### src/rtl/led_arb_pkg.sv
// Shared definitions for the PMOD LED arbiter.
//   - arb_state_e : FSM state encodings (ST_IDLE / ST_OWN / ST_SWITCH, 2 bits)
//   - LED_W       : width of one LED pattern / the PMOD header
//   - rr_pick     : round-robin requester pick
// No ports; imported by pmod_led_arbiter.
package led_arb_pkg;

  localparam int unsigned LED_W   = 8;
  localparam int unsigned MAX_REQ = 8;
  localparam int unsigned IDX_W   = 3;

  typedef enum logic [1:0] {
    ST_IDLE   = 2'd0,
    ST_OWN    = 2'd1,
    ST_SWITCH = 2'd2
  } arb_state_e;

  // First asserted request scanning last+1 .. last (mod num_req). The caller
  // qualifies the result with |req; with no request the return value is 0.
  function automatic logic [IDX_W-1:0] rr_pick(input logic [MAX_REQ-1:0] req,
                                               input logic [IDX_W-1:0]   last,
                                               input int unsigned        num_req);
    logic [IDX_W-1:0] pick;
    logic             found;
    int unsigned      cand;
    pick  = '0;
    found = 1'b0;
    for (int unsigned i = 1; i <= MAX_REQ; i++) begin
      cand = 32'(last) + i;
      if (cand >= num_req) cand = cand - num_req;
      if (!found && (i <= num_req) && req[cand[IDX_W-1:0]]) begin
        pick  = cand[IDX_W-1:0];
        found = 1'b1;
      end
    end
    return pick;
  endfunction

endpackage

### src/rtl/led_tick_gen.sv
// Free-running prescaler for the LED arbiter.
// Ports:
//   clk    : system clock
//   resetn : asynchronous active-low reset
//   tick   : registered one-cycle pulse, high while the count is all-ones,
//            i.e. once every 2**PRESCALE_W cycles
module led_tick_gen #(
  parameter int unsigned PRESCALE_W = 20
) (
  input  logic clk,
  input  logic resetn,
  output logic tick
);

  // Registering the compare one count early keeps tick aligned with the
  // cycle in which the counter itself reads all-ones.
  localparam logic [PRESCALE_W-1:0] PreWrap = ~(PRESCALE_W'(1));

  logic [PRESCALE_W-1:0] cnt_q;
  logic                  tick_q;

  always_ff @(posedge clk or negedge resetn) begin
    if (!resetn) begin
      cnt_q  <= '0;
      tick_q <= 1'b0;
    end else begin
      cnt_q  <= cnt_q + PRESCALE_W'(1);
      tick_q <= (cnt_q == PreWrap);
    end
  end

  assign tick = tick_q;

endmodule

### src/rtl/pmod_led_arbiter.sv
// Shares the 8-bit PMOD LED header among NUM_REQ requesters with a
// round-robin grant and a minimum dwell (in prescaler ticks) per owner.
// With nobody requesting, the header shows a free-running idle counter.
// Ports:
//   clk      : system clock
//   resetn   : asynchronous active-low reset
//   req      : per-requester level request
//   led_data : requester i pattern in bits [8i+7:8i]
//   gnt      : registered one-hot grant
//   busy     : high while the FSM is in ST_OWN or ST_SWITCH
//   pmod_a   : registered LED pins
// Build option: define LED_ARB_PREEMPT_EN to give req[0] priority; it then
// preempts any other owner regardless of dwell and wins every new pick.
module pmod_led_arbiter
  import led_arb_pkg::*;
#(
  parameter int unsigned NUM_REQ    = 4,
  parameter int unsigned PRESCALE_W = 20,
  parameter int unsigned DWELL      = 16
) (
  input  logic                     clk,
  input  logic                     resetn,
  input  logic [NUM_REQ-1:0]       req,
  input  logic [NUM_REQ*LED_W-1:0] led_data,
  output logic [NUM_REQ-1:0]       gnt,
  output logic                     busy,
  output logic [LED_W-1:0]         pmod_a
);

  localparam int unsigned DwellW = $clog2(DWELL + 1);

  arb_state_e         state_q, state_d;
  logic [NUM_REQ-1:0] gnt_q, gnt_d;
  logic [LED_W-1:0]   pmod_q, pmod_d;
  logic [LED_W-1:0]   idle_cnt_q, idle_cnt_d;
  logic [IDX_W-1:0]   owner_q, owner_d;
  logic [IDX_W-1:0]   last_q, last_d;
  logic [DwellW-1:0]  dwell_q, dwell_d;

  logic               tick;
  logic [MAX_REQ-1:0] req_ext;
  logic [LED_W-1:0]   led_arr [NUM_REQ];
  logic [LED_W-1:0]   owner_data;
  logic               owner_req;
  logic               other_req;
  logic               any_req;
  logic               preempt;
  logic [IDX_W-1:0]   pick;
  logic [NUM_REQ-1:0] pick_onehot;

  led_tick_gen #(
    .PRESCALE_W(PRESCALE_W)
  ) u_tick_gen (
    .clk   (clk),
    .resetn(resetn),
    .tick  (tick)
  );

  for (genvar g = 0; g < NUM_REQ; g++) begin : g_unpack
    assign led_arr[g] = led_data[g*LED_W +: LED_W];
  end

  always_comb begin
    req_ext              = '0;
    req_ext[NUM_REQ-1:0] = req;
  end

  assign any_req = |req;

  // Current owner's pattern and request, plus whether anyone else is waiting.
  always_comb begin
    owner_data = '0;
    owner_req  = 1'b0;
    other_req  = 1'b0;
    for (int i = 0; i < NUM_REQ; i++) begin
      if (owner_q == IDX_W'(i)) begin
        owner_data = led_arr[i];
        owner_req  = req[i];
      end else if (req[i]) begin
        other_req = 1'b1;
      end
    end
  end

`ifdef LED_ARB_PREEMPT_EN
  assign pick    = req[0] ? '0 : rr_pick(req_ext, last_q, NUM_REQ);
  assign preempt = req[0] && (owner_q != '0);
`else
  assign pick    = rr_pick(req_ext, last_q, NUM_REQ);
  assign preempt = 1'b0;
`endif

  always_comb begin
    pick_onehot = '0;
    for (int i = 0; i < NUM_REQ; i++) begin
      pick_onehot[i] = (pick == IDX_W'(i));
    end
  end

  always_comb begin
    idle_cnt_d = idle_cnt_q;
    if (tick) idle_cnt_d = idle_cnt_q + LED_W'(1);
  end

  always_comb begin
    state_d = state_q;
    gnt_d   = gnt_q;
    pmod_d  = pmod_q;
    owner_d = owner_q;
    last_d  = last_q;
    dwell_d = dwell_q;

    case (state_q)
      ST_IDLE: begin
        pmod_d = idle_cnt_q;
        if (any_req) begin
          state_d = ST_OWN;
          gnt_d   = pick_onehot;
          owner_d = pick;
          last_d  = pick;
          dwell_d = DwellW'(DWELL);
        end
      end

      ST_OWN: begin
        pmod_d = owner_data;
        if (tick && (dwell_q != '0)) dwell_d = dwell_q - DwellW'(1);
        // Exit decisions use the registered dwell, so the cycle in which a
        // tick takes dwell to zero still holds the grant.
        if (!owner_req || ((dwell_q == '0) && other_req) || preempt) begin
          state_d = ST_SWITCH;
          gnt_d   = '0;
        end
      end

      ST_SWITCH: begin
        if (any_req) begin
          state_d = ST_OWN;
          gnt_d   = pick_onehot;
          owner_d = pick;
          last_d  = pick;
          dwell_d = DwellW'(DWELL);
        end else begin
          state_d = ST_IDLE;
        end
      end

      default: begin
        state_d = ST_IDLE;
        gnt_d   = '0;
      end
    endcase
  end

  always_ff @(posedge clk or negedge resetn) begin
    if (!resetn) begin
      state_q    <= ST_IDLE;
      gnt_q      <= '0;
      pmod_q     <= '0;
      idle_cnt_q <= '0;
      owner_q    <= '0;
      last_q     <= IDX_W'(NUM_REQ - 1);
      dwell_q    <= '0;
    end else begin
      state_q    <= state_d;
      gnt_q      <= gnt_d;
      pmod_q     <= pmod_d;
      idle_cnt_q <= idle_cnt_d;
      owner_q    <= owner_d;
      last_q     <= last_d;
      dwell_q    <= dwell_d;
    end
  end

  assign gnt    = gnt_q;
  assign pmod_a = pmod_q;
  assign busy   = (state_q == ST_OWN) || (state_q == ST_SWITCH);

endmodule

### config.mk
export PLATFORM = sky130hd
export DESIGN_NAME = pmod_led_arbiter
export DESIGN_NICKNAME = d
export VERILOG_FILES = /design/src/rtl/led_arb_pkg.sv /design/src/rtl/led_tick_gen.sv /design/src/rtl/pmod_led_arbiter.sv
export SDC_FILE = /design/constraint.sdc
export NUM_CORES = 1
export LEC_CHECK = 0
export CORE_MARGIN = 2
export CORE_UTILIZATION = 50
export CTS_BUF_LIST = sky130_fd_sc_hd__clkbuf_4
export DETAILED_ROUTE_END_ITERATION = 6
export PLACE_DENSITY = 0.86
export SLEW_MARGIN = 20
export SYNTH_ARGS = -nofsm -noshare
export SYNTH_HDL_FRONTEND = slang
export SYNTH_SLANG_ARGS = --single-unit
### constraint.sdc
create_clock -name clk -period 2.3 [get_ports clk]
set_input_delay 0.575 -clock clk [delete_from_list [all_inputs] [get_ports clk]]
set_output_delay 0.575 -clock clk [all_outputs]
set_load 0.01 [all_outputs]
### Word level (Yosys, flattened, before mapping)

Index checks and enable logic that the tools add are counted.

| cells by class | value |
|---|---|
| equality and inequality tests | 13 |
| add/subtract/negate cells | 11 |
| reductions and logical operators | 24 |
| magnitude comparators | 8 |
| muxes and demuxes | 46 |

Operator list:

| cell | number |
|---|---|
| 8-bit two-way mux | 4 |
| 3-bit two-way mux | 8 |
| 20-bit by 1-bit adder with 20-bit output (second input constant) | 1 |
| 20-bit equality test (second input constant) | 1 |
| 1-bit two-way mux | 20 |
| 4-bit by 3-bit greater-or-equal comparator with 1-bit output (second input constant) | 4 |
| 3-bit by 4-bit < comparator with 1-bit output (second input constant) | 4 |
| 8-bit case mux with 2 select lines | 1 |
| 1-bit binary-select mux with 3-bit select | 4 |
| 3-bit by 2-bit equality test with 1-bit output (second input constant) | 4 |
| 3-bit subtractor (second input constant) | 4 |
| 5-bit two-way mux | 2 |
| 5-bit case mux with 2 select lines | 1 |
| 3-bit by 2-bit adder with 4-bit output (second input constant) | 2 |
| 8-bit by 1-bit adder with 8-bit output (second input constant) | 1 |
| 4-bit two-way mux | 2 |
| 4-bit case mux with 2 select lines | 1 |
| 3-bit by 1-bit equality test with 1-bit output (second input constant) | 2 |
| 3-bit logical NOT | 2 |
| 2-bit != test (second input constant) | 3 |
| 2-bit case mux with 3 select lines | 1 |
| 2-bit AND reduction | 3 |
| 1-bit logical AND | 5 |
| 5-bit logical NOT | 1 |
| other kinds (15) | 21 |

| word-level totals | value |
|---|---|
| input bits | 38 |
| flip-flop bits (word level) | 54 |

### Logic depth before layout (Yosys ltp)

| depth | value |
|---|---|
| depth in word-level cells | 18 |
| gate-level depth with buffers | 9 |
| gate-level depth less buffers | 7 |

### Modules after synthesis

From an unflattened synthesis, not the netlist that was laid out.

| unflattened totals | value |
|---|---|
| cells, all modules | 273 |
| area, all modules | 3042.9 µm² |

Modules (own cells, without submodules):

| module | seq. area each (µm²) | cells an instance | instances | area each (µm²) |
|---|---|---|---|---|
| pmod_led_arbiter | 803.3 | 199 | 1 | 2105.8 |
| led_tick_gen | 525.5 | 74 | 1 | 937.1 |

### Least setup slack after synthesis

Ideal clock, no wire load.

| timing | value |
|---|---|
| kind | reg-to-reg |
| start | reg last_q[1] |
| end | reg gnt_q[2] (netlist: gnt[2]) |
| path slack | -0.178 ns |
| stages on the path, launching flop included | 10 |
| data required time | 2.190 ns |
| arrival | 2.368 ns |
| path buffers | 2 |
| setup time | 0.110 ns |
| cell sequence | dfstp_2 clkbuf_1 inv_1 ha_1 buf_2 mux2i_1 a311o_1 a211oi_1 o41ai_2 o41ai_1 |

| between the ends | value |
|---|---|
| word-level cells in the longest chain between the ends | 18 |
| elaborated cells on any way between the ends | 40 |
| classes of those cells | 8 x add/sub; 4 x order compare; 1 x eq/ne; 21 x mux; 6 x reduce/logical |

Ends and longest elaborated chain:

| item | RTL line | RTL |
|---|---|---|
| start, declared | pmod_led_arbiter.sv:37 | `logic [IDX_W-1:0] last_q, last_d;` |
| start signal, assigned | pmod_led_arbiter.sv:162 | `last_q <= IDX_W'(NUM_REQ - 1);` |
| start signal, assigned | pmod_led_arbiter.sv:170 | `last_q <= last_d;` |
| 3-bit by 1-bit adder with 4-bit output | led_arb_pkg.sv:29 | `cand = 32'(last) + i;` |
| 4-bit by 3-bit greater-or-equal comparator with 1-bit output or 3-bit subtractor (tied branches) | led_arb_pkg.sv:30 | `if (cand >= num_req) cand = cand - num_req;` |
| 3-bit two-way mux | led_arb_pkg.sv:30 |  |
| 1-bit binary-select mux with 3-bit select | led_arb_pkg.sv:31 | `if (!found && (i <= num_req) && req[cand[IDX_W-1:0]]) begin` |
| 1-bit two-way mux (implied by the code) | led_arb_pkg.sv:31 |  |
| 1-bit two-way mux | led_arb_pkg.sv:31 |  |
| 1-bit logical NOT | led_arb_pkg.sv:31 |  |
| 1-bit logical AND | led_arb_pkg.sv:31 |  |
| [... 2 more ...] | -- |  |
| 1-bit logical AND | led_arb_pkg.sv:31 |  |
| 1-bit two-way mux | led_arb_pkg.sv:31 |  |
| 1-bit logical NOT | led_arb_pkg.sv:31 |  |
| 1-bit logical AND | led_arb_pkg.sv:31 |  |
| 3-bit two-way mux * | led_arb_pkg.sv:31 |  |
| 3-bit by 2-bit equality test with 1-bit output * | pmod_led_arbiter.sv:96 | `pick_onehot[i] = (pick == IDX_W'(i));` |
| 4-bit two-way mux * | pmod_led_arbiter.sv:116, pmod_led_arbiter.sv:137 |  |
| 4-bit case mux with 2 select lines * | pmod_led_arbiter.sv:113 | `case (state_q)` |
| end signal, assigned | pmod_led_arbiter.sv:166 | `gnt_q <= gnt_d;` |
| end, declared | pmod_led_arbiter.sv:33 | `logic [NUM_REQ-1:0] gnt_q, gnt_d;` |

Every way passes the cells marked *; elsewhere a longest branch is shown, timed or not. The select of a mux whose other input is x is not followed.
A chain may end at the register's enable or synchronous reset.

### Final worst setup path

| timing | value |
|---|---|
| start | reg state_q[1] |
| end | out busy |

| between the ends | value |
|---|---|
| word-level cells in the longest chain between the ends | 2 |
| elaborated cells on any way between the ends | 3 |
| classes of those cells | 2 x eq/ne; 1 x reduce/logical |

Ends and longest elaborated chain:

| item | RTL line | RTL |
|---|---|---|
| start, declared | pmod_led_arbiter.sv:32 | `arb_state_e state_q, state_d;` |
| start signal, assigned | pmod_led_arbiter.sv:165 | `state_q <= state_d;` |
| 2-bit by 1-bit equality test with 1-bit output or 2-bit equality test (tied branches) | pmod_led_arbiter.sv:177 | `assign busy = (state_q == ST_OWN) \|\| (state_q == ST_SWITCH);` |
| 1-bit logical OR * | pmod_led_arbiter.sv:177 |  |
| end, declared | pmod_led_arbiter.sv:26 | `output logic busy,` |

Every way passes the cells marked *; elsewhere a longest branch is shown, timed or not.

==> metrics.md <==
| Metric | Value |
|---|---|
| Drt pass-1 iters | 4 |
| Starting density of the core | 0.514 |
| Worst Skew | between 15 and 20 ps |
| Share of layout cells above drive strength 1 | 0.188 |
| Synth unique cells | 53 |
| Routed Antenna Nets | 0 |
| # setup viols final | 0 |
| Drt initial violations | 98 |
| Clk sinks | 53 |
| Synthesis-to-finish area growth | 29.6% |
| Vias per cell | between 5 and 6 |
| Core area | roughly 5900 um^2 |
| Worst setup EP type | primary output |
| Synth Register Bits | 53 |
| GRT overflow | 0 |
| Area of the die | ~6700 um^2 |
| Fraction of registers with async set/reset | 1.00 |
| Max Cap Viol | 0 |
| Multi-input gate area | between 1500 and 2000 um^2 |
| Cts hold-fix bufs | 0 |
| RD Place Congestion | 0.890 |
| RSZ-0062 raised after global routing | yes |
| Syn nets | around 330 |
| Worst Path Max Fanout | 2 |
| Period Utilization, post-route | 0.971 |
| Die width | approximately 82 um |
| Number of synthesized flops with an enable pin | 0 |
| CP peak stage delay | 530 ps |
| Commonest non-fill, non-tap cells in the layout | dfrtp_1 (51), clkdlybuf4s50_1 (49), buf_4 (25) |
| DRC | 0 |
| Critical path class | flip-flop to primary output |
| Post-route cell area | just under 4000 um^2 |
| Slowest stage cell, crit path | clkdlybuf4s50_1 |
| First-pass GRT wire length | about 11 mm |
| Placed cell areas | between 3000 and 4000 um^2 |
| CP required | ~1700 ps |
| Worst setup SP type | flip-flop |
| Placement Setup Slack | -390 ps |
| N_diodes | 0 |
| YS warnings | 0 |
| Buf/Inv on CP | 2 |
| CTS tree | done |
| # port buffers | 50 |
| Critical-path cell list | inv_1, ha_1, clkdlybuf4s50_1 |
| Internal power | between 0.002 and 0.003 W |
| Sequential cell area | between 1000 and 1500 um^2 |
| Psw | about 0.0015 W |
| Initial antenna violation count | 0 |
| Final WL | ~6.6 mm |
| Leakage | around 1.8 nW |
| Total GRT Usage | 0.203 |
| Post-synth top flop | dfrtp_1 |
| Outcome | finished clean |
| Clk Latency, worst-skew pair | approximately 360 ps |
| Fin util | 0.666 |
| Reg power frac | 0.297 |
| Setup TNS | 0 ps |
| Final hold violations | 0 |
| Combinational power share | 0.554 |
| Most common cell after layout, fill and taps aside | dfrtp_1 |
| Clk root buf | clkbuf_4 |
| CP top delay family | buffers and inverters |
| TritonCTS buffer count | 5 |
| Pwr Total | ~0.0041 W |
| Synth Cell Area | 3030 um^2 |
| Avg Cell Area, Syn | between 10 and 15 um^2 |
| Clock slew at reported path FFs | about 150 ps |
| Sw frac | 0.370 |
| Dpl hpwl | 4.87 mm |
| Nets | 400 |
| Wire length per cell | between 15 and 20 um |
| DR vias | 2395 |
| Min-delay worst type | primary input to async pin |
| Tmin final | 2230 ps |
| Longest Clk Path Bufs | 2 |
| Relative slew margins | 0.647 |
| # rows | 28 |
| Least-Margin Pin Slew | around 520 ps |
| Clock group share of total power | 0.150 |
| Slew Viols, Final | 0 |
| Largest net degree at the start of global routing | 34 |
| Sequential area share after synthesis | 0.439 |
| FMAX | 448 MHz |
| Vias in the first global route | 2411 |
| H-tree depth | 2 |
| VDD IR-drop max | a little under 0.6 mV |
| Power per cell area | roughly 1100 nW/um^2 |
| Die height | 81.8 um |
| Filler instances | between 400 and 500 |
| I/O pins | 51 |
| Setup WS post-layout | 65.6 ps |
| Worst path arrival time | ~1700 ps |
| Mapped Cells | roughly 280 |
[power groups by stage]
stage	combinational, W	clock (W)	sequential (W)
after floorplan	0.00150	0	0.00124
after global placement	0.00204	0	0.00124
after detailed placement	0.00210	0	0.00125
after CTS	0.00219	0.000633	0.00122
after global routing	0.00250	0.000674	0.00124
final	0.00229	0.000617	0.00122
[cells in the mapped netlist (2+ instances only)]
cell | count | share of area
a21oi_1 | 6 | 0.0099
a32o_1 | 2 | 0.0066
and2_1 | 3 | 0.0062
and3_1 | 4 | 0.0083
and4_1 | 2 | 0.0058
buf_2 | 8 | 0.013
buf_4 | 2 | 0.0050
buf_6 | 2 | 0.0074
clkbuf_1 | 3 | 0.0037
dfrtp_1 | 51 | 0.42
dfstp_2 | 2 | 0.017
ha_1 | 11 | 0.045
inv_1 | 18 | 0.022
mux2i_1 | 16 | 0.053
mux4_2 | 8 | 0.060
nand2_1 | 16 | 0.020
nand2b_1 | 4 | 0.0083
nand3_1 | 12 | 0.020
nand4_1 | 8 | 0.017
nor2_1 | 22 | 0.027
nor2b_1 | 2 | 0.0041
nor3_1 | 3 | 0.0050
nor4_1 | 2 | 0.0041
nor4_2 | 3 | 0.012
nor4b_1 | 4 | 0.012
o21ai_0 | 7 | 0.012
o22ai_1 | 9 | 0.019
o41ai_1 | 2 | 0.0058
xnor2_1 | 15 | 0.043
xor2_1 | 13 | 0.038
[worst register-to-register path, cell delays in order, from the launching register on]
cell and delay, ps:
dfrtp_1 410, inv_1 80, ha_1 140, or4b_4 520, nor4_4 170, a211oi_2 70
buf_4 160, buf_4 150, or2_4 230, a32o_1 210
[flip-flops by register name, indices dropped and copies added (netlist names)]
signal and flops:
u_tick_gen.cnt_q 20, idle_cnt_q 8, pmod_a 8, dwell_q 5
gnt 4, owner_q 3, last_q 2, state_q 2
u_tick_gen.tick 1
[layout make-up]
type	count	share of cell area
flip-flops and latches	53	0.339
multi-input cells	197	0.415
inverters	18	0.0172
repair buffers	76	0.179
clock buffers	5	0.00957
well taps	75	0.0239
clock inverters	3	0.0166
[per-layer routing]
layer  up-vias  share of wire  track usage
li1       1147              -            -
met2        59           0.50        0.359
met5         -              0            0
met1      1184           0.43        0.253
met3         5          0.059       0.0429
met4         0         0.0056       0.0500
[through the flow]
step | hold WS, ps | instances
CTS | 157 | 426
finish | 160 | 427
global placement | 442 | 415
floorplan | 279 | 283
detailed placement | 459 | 415
global route | 163 | 427
[worst paths after layout]
kind | from | to | slack, ps | cells past startpoint
setup / recovery | state_q[1] | busy | 70 | 3
hold / removal | resetn | owner_q[2] | 160 | 1
setup reg to reg | dwell_q[1] | gnt[0] | 80 | 9
hold reg to reg | u_tick_gen.cnt_q[0] | u_tick_gen.cnt_q[0] | 480 | 1
max in group asynchronous | resetn | u_tick_gen.cnt_q[19] | 1600 | 2
min in group clk | u_tick_gen.cnt_q[0] | u_tick_gen.cnt_q[0] | 480 | 1
[cells by family (layout without fill, tap and decap cells)]
kind of cell               Yosys count  in the layout  share of synthesized area
adders and majority gates           11             11                     0.0455
xor gates and xnor gates            28             28                     0.0810
DFF                                 53             53                      0.439
AOI/OAI and AO/OA                   39             39                     0.0914
and+or+nand+nor                     93             93                      0.172
buffers and inverters               33            102                     0.0517
muxes                               26             26                      0.120
[what timing repair did]
item | in CTS | in global routing
resized for setup | 3 | 8
gates cloned | 0 | 0
pin swaps | 2 | 1
setup buffers | 3 | 1
hold endpoints to repair | 0 | 0
endpoints found under the setup margin | 5 | 7
Note: power is estimated with default switching activity, not from simulation.
